`config.mk`:
```
export PLATFORM = sky130hd
export DESIGN_NAME = dmem_access_ctrl
export DESIGN_NICKNAME = d
export VERILOG_FILES = /design/src/rtl/dmem_access_ctrl.sv
export SDC_FILE = /design/constraint.sdc
export NUM_CORES = 1
export LEC_CHECK = 0
export ABC_AREA = 1
export CORE_AREA = 2 2 105 107
export CTS_BUF_LIST = sky130_fd_sc_hd__clkbuf_16
export DETAILED_ROUTE_END_ITERATION = 8
export DIE_AREA = 0 0 107 109
export GPL_TIMING_DRIVEN = 0
export HOLD_SLACK_MARGIN = 0.1
export PLACE_DENSITY = 0.89
export SYNTH_ARGS = -nofsm -noshare
export SYNTH_HDL_FRONTEND = slang
export SYNTH_SLANG_ARGS = --single-unit
```
`constraint.sdc`:
```
create_clock -name clk -period 1.85 [get_ports clk]
set_input_delay 0.37 -clock clk [delete_from_list [all_inputs] [get_ports clk]]
set_output_delay 0.37 -clock clk [all_outputs]
set_load 0.01 [all_outputs]
```
`src/rtl/dmem_access_ctrl.sv`:
```
// dmem_access_ctrl: stalls the pipeline while a MEM-stage load/store runs its memory handshake.
// Define DMEM_TIMEOUT_EN to abandon transactions stuck in REQ/WAIT for TIMEOUT_CYCLES cycles.
module dmem_access_ctrl #(
    parameter int unsigned TIMEOUT_CYCLES = 255
) (
    input  logic        clk,
    input  logic        rst_n,
    input  logic        MemReadM,
    input  logic        MemWriteM,
    input  logic [31:0] ALUResultM,
    input  logic [31:0] WriteDataM,
    output logic        mem_req,
    output logic        mem_we,
    output logic [31:0] mem_addr,
    output logic [31:0] mem_wdata,
    input  logic        mem_ready,
    input  logic        mem_rvalid,
    input  logic [31:0] mem_rdata,
    output logic [31:0] ReadDataM,
    output logic        StallM,
    output logic        BubbleW,
    output logic        mem_err
);
    typedef enum logic [1:0] {IDLE, REQ, WAIT, DONE} state_t;
    state_t      r_state, w_next;
    logic [31:0] r_addr, r_wdata, r_rdata;
    logic        r_we;
    logic        w_access, w_busy, w_done_ok, w_capture, w_timeout, w_expire;
    assign w_access  = MemReadM | MemWriteM;
    assign w_busy    = (r_state == REQ) || (r_state == WAIT);
    // rvalid only counts in WAIT or in the REQ cycle that is accepted
    assign w_done_ok = (r_state == REQ && mem_ready && (r_we || mem_rvalid)) ||
                       (r_state == WAIT && mem_rvalid);
    assign w_capture = w_done_ok && !r_we;
    assign w_expire  = w_timeout && !w_done_ok;
`ifdef DMEM_TIMEOUT_EN
    logic [15:0] r_cnt;
    logic        r_err;
    assign w_timeout = w_busy && (r_cnt == 16'(TIMEOUT_CYCLES - 1));
    assign mem_err   = r_err;
    always_ff @(posedge clk or negedge rst_n) begin
        if (!rst_n) begin
            r_cnt <= '0;
            r_err <= 1'b0;
        end else begin
            r_cnt <= (r_state == IDLE && w_access) ? '0 : w_busy ? r_cnt + 16'd1 : r_cnt;
            r_err <= w_expire;
        end
    end
`else
    assign w_timeout = 1'b0;
    assign mem_err   = 1'b0;
`endif
    always_comb begin
        w_next = r_state;
        case (r_state)
            IDLE:    w_next = w_access ? REQ : IDLE;
            REQ:     w_next = (w_done_ok || w_expire) ? DONE : mem_ready ? WAIT : REQ;
            WAIT:    w_next = (w_done_ok || w_expire) ? DONE : WAIT;
            default: w_next = IDLE;
        endcase
    end
    always_ff @(posedge clk or negedge rst_n) begin
        if (!rst_n) begin
            r_state <= IDLE;
            r_addr  <= '0;
            r_wdata <= '0;
            r_we    <= 1'b0;
            r_rdata <= '0;
        end else begin
            r_state <= w_next;
            if (r_state == IDLE && w_access) begin
                r_addr  <= ALUResultM;
                r_wdata <= WriteDataM;
                r_we    <= ~MemReadM;
            end
            if (w_capture) r_rdata <= mem_rdata;
            else if (w_expire) r_rdata <= '0;
        end
    end
    assign mem_req   = (r_state == REQ);
    assign mem_we    = r_we;
    assign mem_addr  = r_addr;
    assign mem_wdata = r_wdata;
    assign ReadDataM = r_rdata;
    // reset drops the stall at once, even while the access is still presented
    assign StallM    = rst_n && ((r_state == IDLE && w_access) || w_busy);
    assign BubbleW   = StallM;
endmodule

```
==> impl_metrics.env <==
export IMPL_outcome="finished with violations"
export IMPL_violations="hold timing"
export IMPL_antenna_found_initial=0
export IMPL_nNetsFinal=767
export IMPL_highest_layer="met4"
export IMPL_drtIter0Drc=99
export IMPL_grt_overflow=0
export IMPL_grt_use_total=0.196
export IMPL_via_per_inst=4.45
export IMPL_die_area_um2=11700
export IMPL_yosys_warnings=0
export IMPL_dr_pass1_iters=4
export IMPL_cts_htree_levels=3
export IMPL_clockBufferDepth=2
export IMPL_start_kind="flip-flop"
export IMPL_n_antenna_cell=0
export IMPL_rsz0062_at_grt="true"
export IMPL_worstSetupPathType="flip-flop to output port"
export IMPL_io_buffer_count=201
export IMPL_finClkSkew_ns=0.00599
export IMPL_clockRootBuffer="clkbuf_16"
export IMPL_cts_sinks=99
export IMPL_tritoncts="built"
export IMPL_wl_met3_um=927
export IMPL_hold_viol=7
export IMPL_power_leakage_nw=3.35
export IMPL_syn_instance_count=439
export IMPL_core_um2=10600
export IMPL_cp_max_fo=3
export IMPL_syn_area_per_cell_um2=9.53
export IMPL_hold_class="input port to async pin"
export IMPL_slew_violations=0
export IMPL_layout_drive_gt1_share=0.125
export IMPL_arrival_ns=1.44
export IMPL_netlist_area_um2=4180
export IMPL_cts_buffers=9
export IMPL_row_count=38
export IMPL_power_density_nw_per_um2=1600
export IMPL_holdWs_ns=-0.00672
export IMPL_die_h_um=109
export IMPL_ys_seq_area_frac=0.592
export IMPL_dp_hpwl_mm=8.28
export IMPL_setup_slack_ns=0.0395
export IMPL_setup_viol=0
export IMPL_grt_pass1_vias=3673
export IMPL_ys_types=17
export IMPL_cts_hold_buffers=3
export IMPL_synth_seq_cells=99
export IMPL_worstPathRequired_ns=1.48
export IMPL_fmax_mhz=552
export IMPL_worstSetupEndpointType="output port"
export IMPL_die_w_um=107
export IMPL_vdd_ir_drop_max_uv=810
export IMPL_antenna_left=0
export IMPL_dp_slack_ns=-0.806
export IMPL_area_growth_syn_to_layout_pct=63.3
export IMPL_insertion_delay_ns=0.33
export IMPL_min_period_over_period=0.979
export IMPL_num_vias=3585
export IMPL_fin_crit_ns=1.81
export IMPL_wl_met2_mm=5.57
export IMPL_route_detailed_drc=0
export IMPL_grt_max_degree=57
export IMPL_gp_congestion=0.761
export IMPL_wl_mm=11.2
export IMPL_tns_ns=0
export IMPL_p_total_w=0.0109
export IMPL_start_util=0.395
export IMPL_ios=203
export IMPL_max_cap_violations=0
export IMPL_grt_pass1_wl_mm=17.9
export IMPL_clk_pin_slew_ns=0.06
export IMPL_wl_per_cell_um=13.9
export IMPL_wl_met1_mm=4.42
export IMPL_syn_num_nets=545
-- critical path: stages, from the launching register on --
cell and delay [ns]:
dfrtp_1 0.38, inv_2 0.07, ha_4 0.27, inv_2 0.04, a21boi_4 0.15, buf_6 0.11
buf_6 0.08
-- power breakdown --
group          leakage, nW  total, W  switching [W]  internal, W
logic                 1.97   0.00522        0.00239      0.00283
registers             1.23   0.00377       0.000577      0.00319
clock network        0.153   0.00196       0.000788      0.00117
total                 3.35    0.0109        0.00376      0.00719
-- registers in the layout, summed over array words and instances (netlist names) --
register	cells
r_state	2
ReadDataM	32
mem_we	1
mem_wdata	32
mem_addr	32
-- cells in the final DEF (no fill, tap or decap), types with 2 or more instances in the layout --
master / synthesis / layout
clkbuf_1: 5 / 5
inv_2: 0 / 3
buf_12: 0 / 2
clkbuf_2: 0 / 2
buf_4: 2 / 8
dfrtp_1: 99 / 99
nand3_1: 3 / 3
nand2_1: 103 / 103
ha_1: 4 / 3
bufinv_16: 0 / 2
inv_1: 103 / 101
o21ai_0: 66 / 66
clkdlybuf4s50_1: 0 / 197
clkinv_1: 0 / 3
o21ai_2: 33 / 32
clkbuf_16: 0 / 9
buf_6: 14 / 15
-- layout make-up --
type,instances,area [um^2]
Clock inverter,7,83.8
Sequential cell,99,2480
Fill cell,832,3770
Timing Repair Buffer,212,2140
Multi-Input combinational cell,215,1150
Buffer,21,189
Tap cell,140,175
Inverter,103,387
Clock buffer,9,225
-- per-layer routing --
metal | track usage | vias to the layer above
met3 | 0.0634 | 20
met1 | 0.223 | 1662
met4 | 0.0807 | 0
met2 | 0.343 | 145
met5 | 0 | -
li1 | - | 1758
-- final timing paths --
check | slack (ns) | endpoint | cells after the start | start
setup / recovery | 0.04 | StallM | 6 | r_state[0]
hold reg to reg | 0.48 | ReadDataM[28] | 2 | ReadDataM[28]
setup reg to reg | 0.23 | ReadDataM[24] | 9 | r_state[0]
hold / removal | -0.007 | mem_wdata[18] | 2 | rst_n
min in group clk | 0.48 | ReadDataM[28] | 2 | ReadDataM[28]
max in group asynchronous | 0.95 | ReadDataM[13] | 4 | rst_n
-- Yosys cell counts (all sizes together) --
master / number / area share
buf: 17 / 0.042
clkbuf: 5 / 0.0045
nand3: 4 / 0.0078
o21ai: 99 / 0.15
nand2: 105 / 0.097
dfrtp: 99 / 0.59
a21boi: 1 / 0.0018
inv: 103 / 0.092
a21oi: 1 / 0.0012
conb: 1 / 0.00090
ha: 4 / 0.012
-- kinds of logic (layout without fill, tap and decap cells) --
group           after synthesis  count (layout)  share of synthesized area
buf+inv                     125             352                      0.139
flops                        99              99                      0.592
compound gates              101             101                      0.151
fa+ha+maj                     4               4                     0.0120
simple gates                109             109                      0.104
other cells                   1               1                   0.000897
-- stage by stage --
stage | cell area (um^2) | instances | util
finish | 6830 | 806 | 0.644
global route | 6830 | 806 | 0.644
CTS | 6820 | 804 | 0.643
detailed placement | 6390 | 781 | 0.603
global placement | 6370 | 780 | 0.601
floorplan | 4180 | 439 | -
-- repair_timing --
action                                  CTS  global route
resized for setup                        15             8
hold endpoints to repair                 44            55
pin swaps                                 0             2
endpoints found under the setup margin    3             3
buffers inserted                          4             3
Power figures use the tool's default switching activity.
